`src/rtl/fifo_pkg.sv`:
```
// Shared constants for the FIFO stream reader: default widths and output buffer depth.
package fifo_pkg;

  localparam int DATA_WIDTH_DEF = 8;
  localparam int BURST_LEN_DEF  = 4;
  localparam int BUF_DEPTH      = 3;

  function automatic logic [1:0] ptr_inc(input logic [1:0] p);
    return (p == 2'(BUF_DEPTH - 1)) ? 2'd0 : p + 2'd1;
  endfunction

endpackage

```
`src/rtl/stream_buf3.sv`:
```
// Three-entry ring buffer with push/pop/clear; head reads as zero when empty.
module stream_buf3
  import fifo_pkg::*;
#(
  parameter int DATA_WIDTH = DATA_WIDTH_DEF
) (
  input  logic                  clk,
  input  logic                  rst,
  input  logic                  i_push,
  input  logic [DATA_WIDTH-1:0] i_din,
  input  logic                  i_pop,
  input  logic                  i_clear,
  output logic [DATA_WIDTH-1:0] o_head,
  output logic [1:0]            o_count
);

  logic [DATA_WIDTH-1:0] r_mem [BUF_DEPTH];
  logic [1:0]            r_wr_ptr;
  logic [1:0]            r_rd_ptr;
  logic [1:0]            r_count;
  logic                  w_push;
  logic                  w_pop;

  assign w_pop   = i_pop && (r_count != 2'd0);
  assign w_push  = i_push && ((r_count != 2'(BUF_DEPTH)) || w_pop);
  assign o_count = r_count;
  // Gating the head keeps the output quiet while empty and during reset.
  assign o_head  = (r_count != 2'd0) ? r_mem[r_rd_ptr] : '0;

  always_ff @(posedge clk) begin
    if (w_push && !i_clear) r_mem[r_wr_ptr] <= i_din;
  end

  always_ff @(posedge clk or negedge rst) begin
    if (!rst) begin
      r_wr_ptr <= 2'd0;
      r_rd_ptr <= 2'd0;
      r_count  <= 2'd0;
    end else if (i_clear) begin
      r_wr_ptr <= 2'd0;
      r_rd_ptr <= 2'd0;
      r_count  <= 2'd0;
    end else begin
      if (w_push) r_wr_ptr <= ptr_inc(r_wr_ptr);
      if (w_pop)  r_rd_ptr <= ptr_inc(r_rd_ptr);
      case ({w_push, w_pop})
        2'b10:   r_count <= r_count + 2'd1;
        2'b01:   r_count <= r_count - 2'd1;
        default: r_count <= r_count;
      endcase
    end
  end

endmodule

```
`src/rtl/fifo_stream_reader.sv`:
```
// Drains a synchronous FIFO into a valid/ready stream with burst framing on m_last.
module fifo_stream_reader
  import fifo_pkg::*;
#(
  parameter int DATA_WIDTH = DATA_WIDTH_DEF,
  parameter int BURST_LEN  = BURST_LEN_DEF
) (
  input  logic                  clk,
  input  logic                  rst,
  output logic                  fifo_rd_en,
  input  logic [DATA_WIDTH-1:0] fifo_dout,
  input  logic                  fifo_empty,
  input  logic                  flush,
  output logic                  m_valid,
  input  logic                  m_ready,
  output logic [DATA_WIDTH-1:0] m_data,
  output logic                  m_last,
  output logic [1:0]            level
);

  localparam logic [7:0] LAST_BEAT = 8'(BURST_LEN - 1);

  logic       r_inflight;
  logic       r_run;
  logic [7:0] r_beat;
  logic [1:0] w_count;
  logic [2:0] w_committed;
  logic       w_hs;

  // Reads are only issued when a slot is guaranteed for the returning word.
  assign w_committed = {1'b0, w_count} + {2'b00, r_inflight};
  assign fifo_rd_en  = r_run && !fifo_empty && !flush && (w_committed < 3'(BUF_DEPTH));
  assign m_valid     = (w_count != 2'd0);
  assign w_hs        = m_valid && m_ready && !flush;
  assign m_last      = m_valid && (r_beat == LAST_BEAT);
  assign level       = w_count;

  stream_buf3 #(.DATA_WIDTH(DATA_WIDTH)) u_buf (
    .clk     (clk),
    .rst     (rst),
    .i_push  (r_inflight && !flush),
    .i_din   (fifo_dout),
    .i_pop   (w_hs),
    .i_clear (flush),
    .o_head  (m_data),
    .o_count (w_count)
  );

  // r_run holds off reads for the first cycle after reset release.
  always_ff @(posedge clk or negedge rst) begin
    if (!rst) begin
      r_inflight <= 1'b0;
      r_run      <= 1'b0;
      r_beat     <= 8'd0;
    end else begin
      r_run      <= 1'b1;
      r_inflight <= fifo_rd_en;
      if (flush)     r_beat <= 8'd0;
      else if (w_hs) r_beat <= (r_beat == LAST_BEAT) ? 8'd0 : r_beat + 8'd1;
    end
  end

endmodule
```
`config.mk`:
```
export PLATFORM = sky130hd
export DESIGN_NAME = fifo_stream_reader
export DESIGN_NICKNAME = d
export VERILOG_FILES = /design/src/rtl/fifo_pkg.sv /design/src/rtl/stream_buf3.sv /design/src/rtl/fifo_stream_reader.sv
export SDC_FILE = /design/constraint.sdc
export NUM_CORES = 1
export LEC_CHECK = 0
export CAP_MARGIN = 15
export CORE_ASPECT_RATIO = 0.6
export CORE_MARGIN = 2
export CORE_UTILIZATION = 30
export CTS_CLUSTER_SIZE = 20
export DETAILED_ROUTE_END_ITERATION = 16
export PLACE_DENSITY = 0.6
export SLEW_MARGIN = 20
export SYNTH_ARGS = -nofsm -noshare
export SYNTH_HDL_FRONTEND = slang
export SYNTH_SLANG_ARGS = --single-unit
```
`constraint.sdc`:
```
create_clock -name clk -period 2.8 [get_ports clk]
set_clock_uncertainty 0.05 [all_clocks]
set_input_delay 0.84 -clock clk [delete_from_list [all_inputs] [get_ports clk]]
set_output_delay 0.84 -clock clk [all_outputs]
set_load 0.01 [all_outputs]
```
-- Word-level counts from Yosys, hierarchy flattened
Memories as Yosys holds them, arrays and structs flattened.
Cells that the tools add are included.
- bits in registers: 16
- memory bits (writable): 24
- input bits: 13
- output and inout port bits: 13
- word-level logic and storage cells: 52
- memories kept: 1
- memories (name ; depth ; width ; rd ports ; clocked after Yosys merged registers in ; wr ports ; RTL line ; text):
    u_buf.r_mem ; 3 ; 8 ; 1 ; 0 ; 1 ; stream_buf3.sv:17 ; logic [DATA_WIDTH-1:0] r_mem [BUF_DEPTH];
- add/subtract/negate cells: 6
- $lt $le $gt $ge: 1
- equal/unequal tests: 6
- muxes and demuxes: 14
- reductions and logical operators: 18
- operators by type and width (cell ; number):
    $mux W8 ; 4
    $mux W2 ; 7
    $logic_and A1 B1 Y1 ; 10
    $add A8 B1 Y8 const B ; 1
    $eq A8 B2 Y1 const B ; 1
    $reduce_bool A2 Y1 ; 4
    $add A2 B1 Y2 const B ; 3
    $eq A2 B2 Y1 const B ; 3
    $pmux W2 S2 ; 1
    $add A2 B1 Y3 ; 1
    $lt A3 B2 Y1 const B ; 1
    $reduce_bool A3 Y1 ; 1
    $eq A2 B1 Y1 const B ; 1
    $logic_not A1 Y1 ; 2
    $mux W1 ; 2
    $ne A2 B2 Y1 const B ; 1
    $sub A2 B1 Y2 const B ; 1
    $logic_or A1 B1 Y1 ; 1

-- Longest topological paths before layout
Gate-level depths: netlist (run 1).
- word-level depth: 9
- gate-level depth with buffers: 5
- depth with buffers taken out: 5

-- Hierarchy
From an unflattened synthesis (run 1), not the netlist that was laid out.
- cell total of the unflattened synthesis: 146
- area, all modules: 1878.1 um^2
- by module, submodules not included (module ; instances ; cells each ; area an instance (um^2) ; seq. area each (um^2)):
    stream_buf3 ; 1 ; 86 ; 1268.7 ; 870.8
    fifo_stream_reader ; 1 ; 60 ; 609.3 ; 250.2

-- Worst setup path after synthesis (run 1)
Ideal clock, no wire load.
- path type: input to output
- start point: in flush
- end point: out fifo_rd_en
- arrival time: 1918 ps
- required time: 1910 ps
- setup slack: -8 ps
- cell stages on the path: 3
- path buffers: 1
- cells stage by stage: clkbuf_1 -> or4b_2 -> a21oi_1
- longest elaborated chain between the ends: 3
- RTL lines (item ; RTL line ; text):
    from (decl) ; fifo_stream_reader.sv:13 ; input logic flush,
    $logic_not A1 Y1 ; fifo_stream_reader.sv:32 ; assign fifo_rd_en = r_run && !fifo_empty && !flush && (w_committed < 3'(BUF_DEPTH));
    $logic_and A1 B1 Y1 (2 in a row) ; fifo_stream_reader.sv:32 ;
    to (decl) ; fifo_stream_reader.sv:10 ; output logic fifo_rd_en,
No other way between the ends.

-- Worst setup path in the final report (run 1)
Ends and elaborated chain as after synthesis.

==> results of run 1 <==
==> path summary, 6_finish.rpt <==
path	from	cells after the start	slack (ns)	end
max	flush	4	0.03	fifo_rd_en
min in group asynchronous	rst	2	0.82	u_buf.o_count[1]$_DFFE_PN0P_
min	r_beat[1]$_DFFE_PN0P_	2	0.53	r_beat[1]$_DFFE_PN0P_
max reg2reg	u_buf.o_count[0]$_DFFE_PN0P_	5	1.11	u_buf.r_mem[1][1]$_DFFE_PP_
min reg2reg	r_beat[1]$_DFFE_PN0P_	2	0.53	r_beat[1]$_DFFE_PN0P_
max in group asynchronous	rst	2	1.68	u_buf.r_rd_ptr[1]$_DFFE_PN0P_
==> logic make-up after synthesis <==
kind of cell             share of synthesized area, %
multiplexers                                    4.526
XOR/XNOR                                        1.485
adder cells (fa/ha/maj)                         2.122
other                                          0.2120
AND/OR/NAND/NOR                                 15.49
AO/OA/AOI/OAI                                   10.11
buffers and inverters                           2.687
flip-flops                                      63.37
==> layout make-up <==
type	instances	area (um2)	area share [%]
repair buffers	41	365.4	15.50
multi-input cells	104	639.4	27.12
clock inverters	3	42.54	1.805
inverters	5	18.77	0.7962
flip-flops and latches	40	1122	47.61
clock buffers	5	68.82	2.919
well taps	80	100.1	4.246
==> registers in the layout, indices dropped and copies added, names as in the netlist <==
name / count
r_beat: 8
u_buf.r_mem: 24
u_buf.r_wr_ptr: 2
u_buf.o_count: 2
u_buf.r_rd_ptr: 2
r_inflight: 1
r_run: 1
==> power breakdown <==
part	leakage [uW]	switching (uW)	internal [uW]
Combinational	0.000404	36.4	35.7
Sequential	0.000435	2.96	632
Clock	0.0000541	199	264
Total	0.000893	238	931
==> layer usage <==
layer / routed length, um / vias to the layer above / GRT usage, %
met5: 0 / - / 0
met4: 27 / 0 / 3.947
met3: 121 / 4 / 3.996
met2: 1389 / 19 / 14.94
met1: 1894 / 557 / 17.60
li1: - / 643 / -
==> metrics by stage <==
stage | hold slack, ns | total power [uW] | cells
2_1_floorplan | 0.4793 | 674.8 | 156
3_3_place_gp | 0.5073 | 720.0 | 267
3_5_place_dp | 0.5094 | 720.7 | 267
4_1_cts | 0.5287 | 1186 | 276
5_1_grt | 0.5615 | 1218 | 278
6_report | 0.5254 | 1169 | 278
==> repair_timing <==
item | CTS | global route
hold endpoints to repair | 0 | 0
gates cloned | 0 | 0
gates resized for setup | 10 | 4
endpoints found under the setup margin | 2 | 9
pin swaps | 1 | 1
hold buffers | 0 | 0
buffers inserted | 1 | 2
==> synthesized netlist by cell type (2+ instances only) <==
master    instances  area (um2)
nor2_1           27       101.4
edfxtp_1         24       720.7
a21oi_1          21       105.1
dfrtp_1          16       400.4
nand2_1          11       41.29
mux2i_1           8       80.08
inv_1             5       18.77
clkbuf_1          4       15.01
ha_1              3       37.54
nor3_1            3       15.01
or3_1             3       18.77
a211oi_1          2       15.01
and3_1            2       12.51
buf_2             2       10.01
nand4_1           2       12.51
nor4_1            2       12.51
nor4b_1           2       17.52
o21ai_0           2       10.01
o21ai_1           2       10.01
xor2_1            2       17.52
==> critical path: cells and delay by family <==
kind / cells / cell delay (ns)
and+or+nand+nor: 1 / 0.51
buffers and inverters: 2 / 0.39
AOI/OAI and AO/OA: 1 / 0.13
==> results.toml, run 1 <==
[yosys]
syn_avg_cell_area_um2 = 11.34
yosysWarnings = 0
synthCells = 156
synth_nets = 172
seq_area_frac_synth_pct = 63.37
ys_types = 33
synth-edff-count = 24
ys_async_sr_fraction_pct = 40.00
yosys_most_used_dff = "edfxtp_1"
ys_ff_latch = 40
synth_area_mm2 = 0.001769

[place]
place_congestion = 0.7618
dp_hpwl_um = 2290
dp_slack_ns = -0.7270
port_buffers = 25
dpl_cell_area_mm2 = 0.002198

[sta]
period_share_pct = 98.78
fin_crit_ns = 2.766
final-hold-violation-count = 0
setup_viol = 0
slew_violations = 0
setup_tns_ns = 0
slew_headroom_pct = 61.66
tightestPinTransition_ns = 0.5712
rsz0062_at_grt = "no"
fmax_mhz = 361.6
fin_ws_ns = 0.03414

[layout]
fin_nets = 213
fin_util_pct = 41.92
areaGrowthSynthToFinish_pct = 33.24
layout_common_cells = "27 x nor2_1, 24 x edfxtp_1, 21 x clkdlybuf4s50_1"
diodes = 0
design_area_mm2 = 0.002357
nFillCells = 545
drive_above_1_share_pct = 17.68
final_common_cell = "nor2_1"

[worst_setup_path]
endpoint_kind = "primary output"
cp_max_fo = 2
cpMaxStageDelayCell = "or4b_4"
worstSetupStartpointType = "primary input"
critPathRequiredTime_ns = 1.91
cp.arrival_ns = 1.88
worstPathCellList = "dlygate4sd2_1, or4b_4, a21oi_2, buf_2"
slowest_delay_ns = 0.51
worstSetupPathType = "in -> out"

[route]
wire_per_inst_um = 12.35
ant_nets = 0
wl_um = 3433
via_count = 1223
drtPass1Iterations = 5
via_per_inst = 4.399
drc = 0
first_iter_violations = 87

[run_status]
status = "finished, final reports clean"

[die]
dieHeight_um = 63.49
pin_count = 26
die_w_um = 103.1
dieArea_mm2 = 0.006548
start_util_pct = 31.46
core_mm2 = 0.005623
fp-row-count = 21

[power]
powerDensity_mw_per_mm2 = 496.1
leakagePower_uw = 0.0008926
ir_drop_mv = 0.2902

[clock_network]
htreeDepth = 2
cts_tree = "built"
clk_path_buf_depth = 2
numCtsBuffers = 5
root_buffer = "clkbuf_8"
clk_latency_ns = 0.29
clkSinkCount = 40
clkTransAtPathRegs_ns = 0.08

[grt]
antenna_found_initial = 0
overflow = 0
grt_max_degree = 20
grt_use_total_pct = 11.55
grt_pass1_wl_um = 5658
grt_pass1_vias = 1142

[min_path]
hp-class = "reg -> reg"

[job]
drv_cap = 0
Note: power is estimated with default switching activity, not from simulation.
==> run 2, diff against run 1 <==
- PLACE_DENSITY: 0.6 -> 0.62
- clock period: 2.8 -> 2.3 ns (I/O delays scaled with it)
==> run 2 against run 1 <==
Against the previous run: the flow now finishes with violations (negative setup slack); critical path depth rose by 1; first-iteration DRC count rose by 5.7%; clock-buffer cell count did not move; final cell count rose by 4.3%; hold slack improved by 0.027 ns; power rose by 21%.
==> results.toml, run 2 (synthesis gave the netlist of run 1 again) <==
[run_status]
status = "finished, violations left"
violations = "negative setup slack"

[layout]
max_flop_register = "u_buf.r_mem"
nFillCells = 551
final_common_cell = "nor2_1"
diodes = 0
layout_common_cells = "26 x nor2_1, 24 x buf_4, 24 x edfxtp_1"
areaGrowthSynthToFinish_pct = 39.89
drive_above_1_share_pct = 24.29
design_area_mm2 = 0.002475
largest_reg_flops = 24
fin_nets = 225
top_regs = "u_buf.r_mem x24, r_beat x8"

[power]
ir_drop_mv = 0.2401
seqPwrFrac_pct = 54.7
powerDensity_mw_per_mm2 = 571.1
clock_power_share_pct = 38.5
power.switching_uw = 280.4
combPwrFrac_pct = 6.8
p_int_uw = 1133
p_total_uw = 1413
switching_share_pct = 19.84
leakagePower_uw = 0.0009643

[sta]
period_share_pct = 109.0
fmax_mhz = 399.1
fin_crit_ns = 2.506
tightestPinTransition_ns = 0.5542
setup_viol = 1
rsz0062_at_grt = "yes"
slew_violations = 0
final-hold-violation-count = 0
slew_headroom_pct = 62.80
fin_ws_ns = -0.2059
holdWs_ns = 0.5529

[worst_setup_path]
cp_max_fo = 2
cp.arrival_ns = 1.77
worstSetupStartpointType = "flip-flop"
worstSetupPathType = "reg -> out"
endpoint_kind = "primary output"
critPathRequiredTime_ns = 1.56

[route]
wire_per_inst_um = 12.71
ant_nets = 0
via_count = 1308
drtPass1Iterations = 5
wl_um = 3686
via_per_inst = 4.510
first_iter_violations = 92
drc = 0

[clock_network]
hold_buffers = 0
clkTransAtPathRegs_ns = 0.07
root_buffer = "clkbuf_8"
htreeDepth = 2
clk_path_buf_depth = 2
cts_tree = "built"
clkSinkCount = 40
numCtsBuffers = 5
clk_latency_ns = 0.28

[die]
dieArea_mm2 = 0.006548
start_util_pct = 31.46
core_mm2 = 0.005623
dieHeight_um = 63.49
pin_count = 26
fp-row-count = 21
die_w_um = 103.1

[place]
dp_slack_ns = -0.7755
dp_hpwl_um = 2623
port_buffers = 25
place_congestion = 0.8096
dpl_cell_area_mm2 = 0.002298

[grt]
overflow = 0
grt_pass1_wl_um = 6113
grt_use_total_pct = 12.38
antenna_found_initial = 0
grt_pass1_vias = 1215
grt_max_degree = 19

[job]
drv_cap = 0

[min_path]
hp-class = "reg -> reg"
run 2: worst paths after layout:
path                                               startpoint                            end  slack, ns  cells after the start
worst max register to register   u_buf.o_count[0]$_DFFE_PN0P_    u_buf.r_mem[2][2]$_DFFE_PP_       0.67                      5
max in group asynchronous                                 rst  u_buf.r_wr_ptr[0]$_DFFE_PN0P_       1.32                      2
worst max-delay path             u_buf.o_count[0]$_DFFE_PN0P_                     fifo_rd_en      -0.21                      5
worst min-delay path            u_buf.r_wr_ptr[1]$_DFFE_PN0P_  u_buf.r_wr_ptr[1]$_DFFE_PN0P_       0.55                      2
min in group asynchronous                                 rst                r_run$_DFF_PN0_       0.68                      2
worst min register to register  u_buf.r_wr_ptr[1]$_DFFE_PN0P_  u_buf.r_wr_ptr[1]$_DFFE_PN0P_       0.55                      2
run 2: cell type report:
class	count	area [um2]	area share [%]
Timing Repair Buffer	53	460.4	18.60
Multi-Input combinational cell	104	668.1	27.00
Tap cell	80	100.1	4.044
Clock buffer	5	68.82	2.781
Sequential cell	40	1121	45.30
Clock inverter	3	37.54	1.517
Inverter	5	18.77	0.7583
run 2: power groups by stage:
stage	registers, uW	logic [uW]	clock network (uW)
after floorplan	789	33.7	0
after global placement	788	90.2	0
after detailed placement	789	92.7	0
after CTS	773	92.1	565
after global routing	774	105	596
final	773	95.5	545
run 2: stage by stage:
stage	cells	util, %	TNS [ns]
final	290	44.01	-0.2059
after CTS	288	43.35	-0.2279
after detailed placement	279	40.88	-0.8350
after global placement	279	40.88	-0.7932
after global routing	290	44.01	-0.2704
after floorplan	156	-	0
run 2: repair_timing:
item	in CTS	in global routing
setup buffers	1	2
cloned	0	0
endpoints found under the setup margin	11	10
resized for setup	22	19
run 2: worst max-delay path, stage by stage, from the launching register on:
cell and delay (ns):
dfrtp_1 0.39, ha_2 0.18, ha_2 0.16, or4b_4 0.49
a21oi_4 0.13, buf_2 0.14
run 2: layer usage:
metal  global-route usage, %  wire length, um
met1                   18.41             1893
met5                       0                0
met2                   17.37             1641
met4                   3.454               15
met3                   3.663              135
==> run 3, diff against run 2 <==
- CORE_MARGIN: 2 -> 4
==> run 3 against run 2 <==
Against the previous run: the flow still finishes with violations (negative setup slack); combinational power is 5.7% lower; fmax is 0.63% lower; hold slack worse by 0.011 ns; clock-buffer cell count stayed put; sequential power hardly changed; sequential share of layout area is 0.37 points higher; wire length is 4.7% lower; final cell count is 0.69% lower; global-route usage is 1.8 points lower; via count is 2.6% lower; die area is 10% higher; largest power group unchanged; highest routed layer unchanged.
==> results.toml, run 3 (synthesis gave the netlist of run 1 again) <==
[run_status]
status = "finished, violations left"
violations = "negative setup slack"

[route]
wl_um = 3514
via_per_inst = 4.424
via_count = 1274
drc = 0
drtPass1Iterations = 4
first_iter_violations = 85
ant_nets = 0
wire_per_inst_um = 12.20

[power]
power.switching_uw = 294.4
powerDensity_mw_per_mm2 = 582.5
p_total_uw = 1430
leakagePower_uw = 0.0009791
combPwrFrac_pct = 6.3
ir_drop_mv = 0.2168
seqPwrFrac_pct = 54.1
clock_power_share_pct = 39.6
p_int_uw = 1135
switching_share_pct = 20.59

[layout]
largest_reg_flops = 24
layout.cells.non_filler = 288
final_common_cell = "nor2_1"
areaGrowthSynthToFinish_pct = 38.76
diodes = 0
nFillCells = 534
fin_nets = 223
layout_common_cells = "26 x nor2_1, 24 x edfxtp_1, 23 x buf_4"
max_flop_register = "u_buf.r_mem"
drive_above_1_share_pct = 22.12
top_regs = "u_buf.r_mem x24, r_beat x8"

[grt]
grt_pass1_wl_um = 5685
grtUsageMet3_pct = 3.629
top_usage_layer = "met2"
overflow = 0
antenna_found_initial = 0
grt_max_degree = 20
use_met2_pct = 14.88
met1_usage_pct = 14.76
grt_pass1_vias = 1148
grt_use_total_pct = 10.54

[worst_setup_path]
endpoint_kind = "primary output"
worstSetupStartpointType = "flip-flop"
cp.arrival_ns = 1.78
cp_max_fo = 2
worstSetupPathType = "reg -> out"
critPathRequiredTime_ns = 1.56

[sta]
period_share_pct = 109.6
fin_crit_ns = 2.522
rsz0062_at_grt = "yes"
setup_tns_ns = -0.2218
holdWs_ns = 0.5420
setup_viol = 1
final-hold-violation-count = 0
slew_headroom_pct = 62.09
tightestPinTransition_ns = 0.5649
fin_ws_ns = -0.2218
fmax_mhz = 396.5
slew_violations = 0

[die]
fp-row-count = 21
pin_count = 26
dieArea_mm2 = 0.007230
die_w_um = 107.1
start_util_pct = 31.32
core_mm2 = 0.005649
dieHeight_um = 67.49

[clock_network]
cts_tree = "built"
root_buffer = "clkbuf_8"
htreeDepth = 2
hold_buffers = 0
clkSinkCount = 40
clkTransAtPathRegs_ns = 0.08
numCtsBuffers = 5
clk_path_buf_depth = 2
clk_latency_ns = 0.29

[place]
place_congestion = 0.8294
numPlacedInstances = 278
dp_hpwl_um = 2459
port_buffers = 25

[job]
drv_cap = 0

[min_path]
hp-class = "reg -> reg"
## run 3: final timing paths
path	cells past startpoint	slack [ns]	from	end
worst max-delay path	5	-0.22	u_buf.o_count[0]$_DFFE_PN0P_	fifo_rd_en
worst min-delay path	2	0.54	r_beat[7]$_DFFE_PN0P_	r_beat[7]$_DFFE_PN0P_
worst max register to register	5	0.62	u_buf.o_count[1]$_DFFE_PN0P_	u_buf.r_mem[0][7]$_DFFE_PP_
worst min register to register	2	0.54	r_beat[7]$_DFFE_PN0P_	r_beat[7]$_DFFE_PN0P_
max in group asynchronous	2	1.35	rst	u_buf.r_wr_ptr[1]$_DFFE_PN0P_
min in group asynchronous	2	0.66	rst	u_buf.r_wr_ptr[0]$_DFFE_PN0P_
## run 3: cell type report
cell class	count	area, um2	area share [%]
Clock buffer	5	68.82	2.803
Clock inverter	3	42.54	1.733
Inverter	5	18.77	0.7645
Multi-Input combinational cell	104	649.4	26.45
Sequential cell	40	1121	45.67
Tap cell	80	100.1	4.077
Timing Repair Buffer	51	454.2	18.50
## run 3: stage by stage
stage | utilization [%] | setup slack [ns] | cell area (um2)
after global routing | 43.46 | -0.2914 | 2455
after global placement | 40.78 | -0.7807 | 2303
final | 43.46 | -0.2218 | 2455
after CTS | 43.17 | -0.2633 | 2439
after floorplan | - | 0.01767 | 1780
after detailed placement | 40.78 | -0.7832 | 2303
## run 3: per-layer routing
| metal | part of all wire [%] | vias up |
|---|---|---|
| met3 | 4.2 | 7 |
| met1 | 52 | 587 |
| met5 | 0 | - |
| met4 | 1.8 | 0 |
| met2 | 42 | 21 |
| li1 | - | 659 |
## run 3: critical path, stage by stage (launching register included)
cell and delay [ns]:
dfrtp_1 0.39, ha_2 0.20, ha_4 0.15, or4b_4 0.47
a21oi_2 0.13, buf_2 0.15
## run 3: power by group through the flow
stage	registers, uW	clock network, uW	logic (uW)
final	773	567	90.1
after global routing	773	620	100
after CTS	773	589	92.0
after detailed placement	788	0	91.3
after global placement	788	0	90.2
after floorplan	789	0	33.7
## run 3: timing repair
item,CTS,global route
gates resized for setup,21,2
endpoints found under the setup margin,11,10
buffers inserted,2,0
pin swaps,2,3
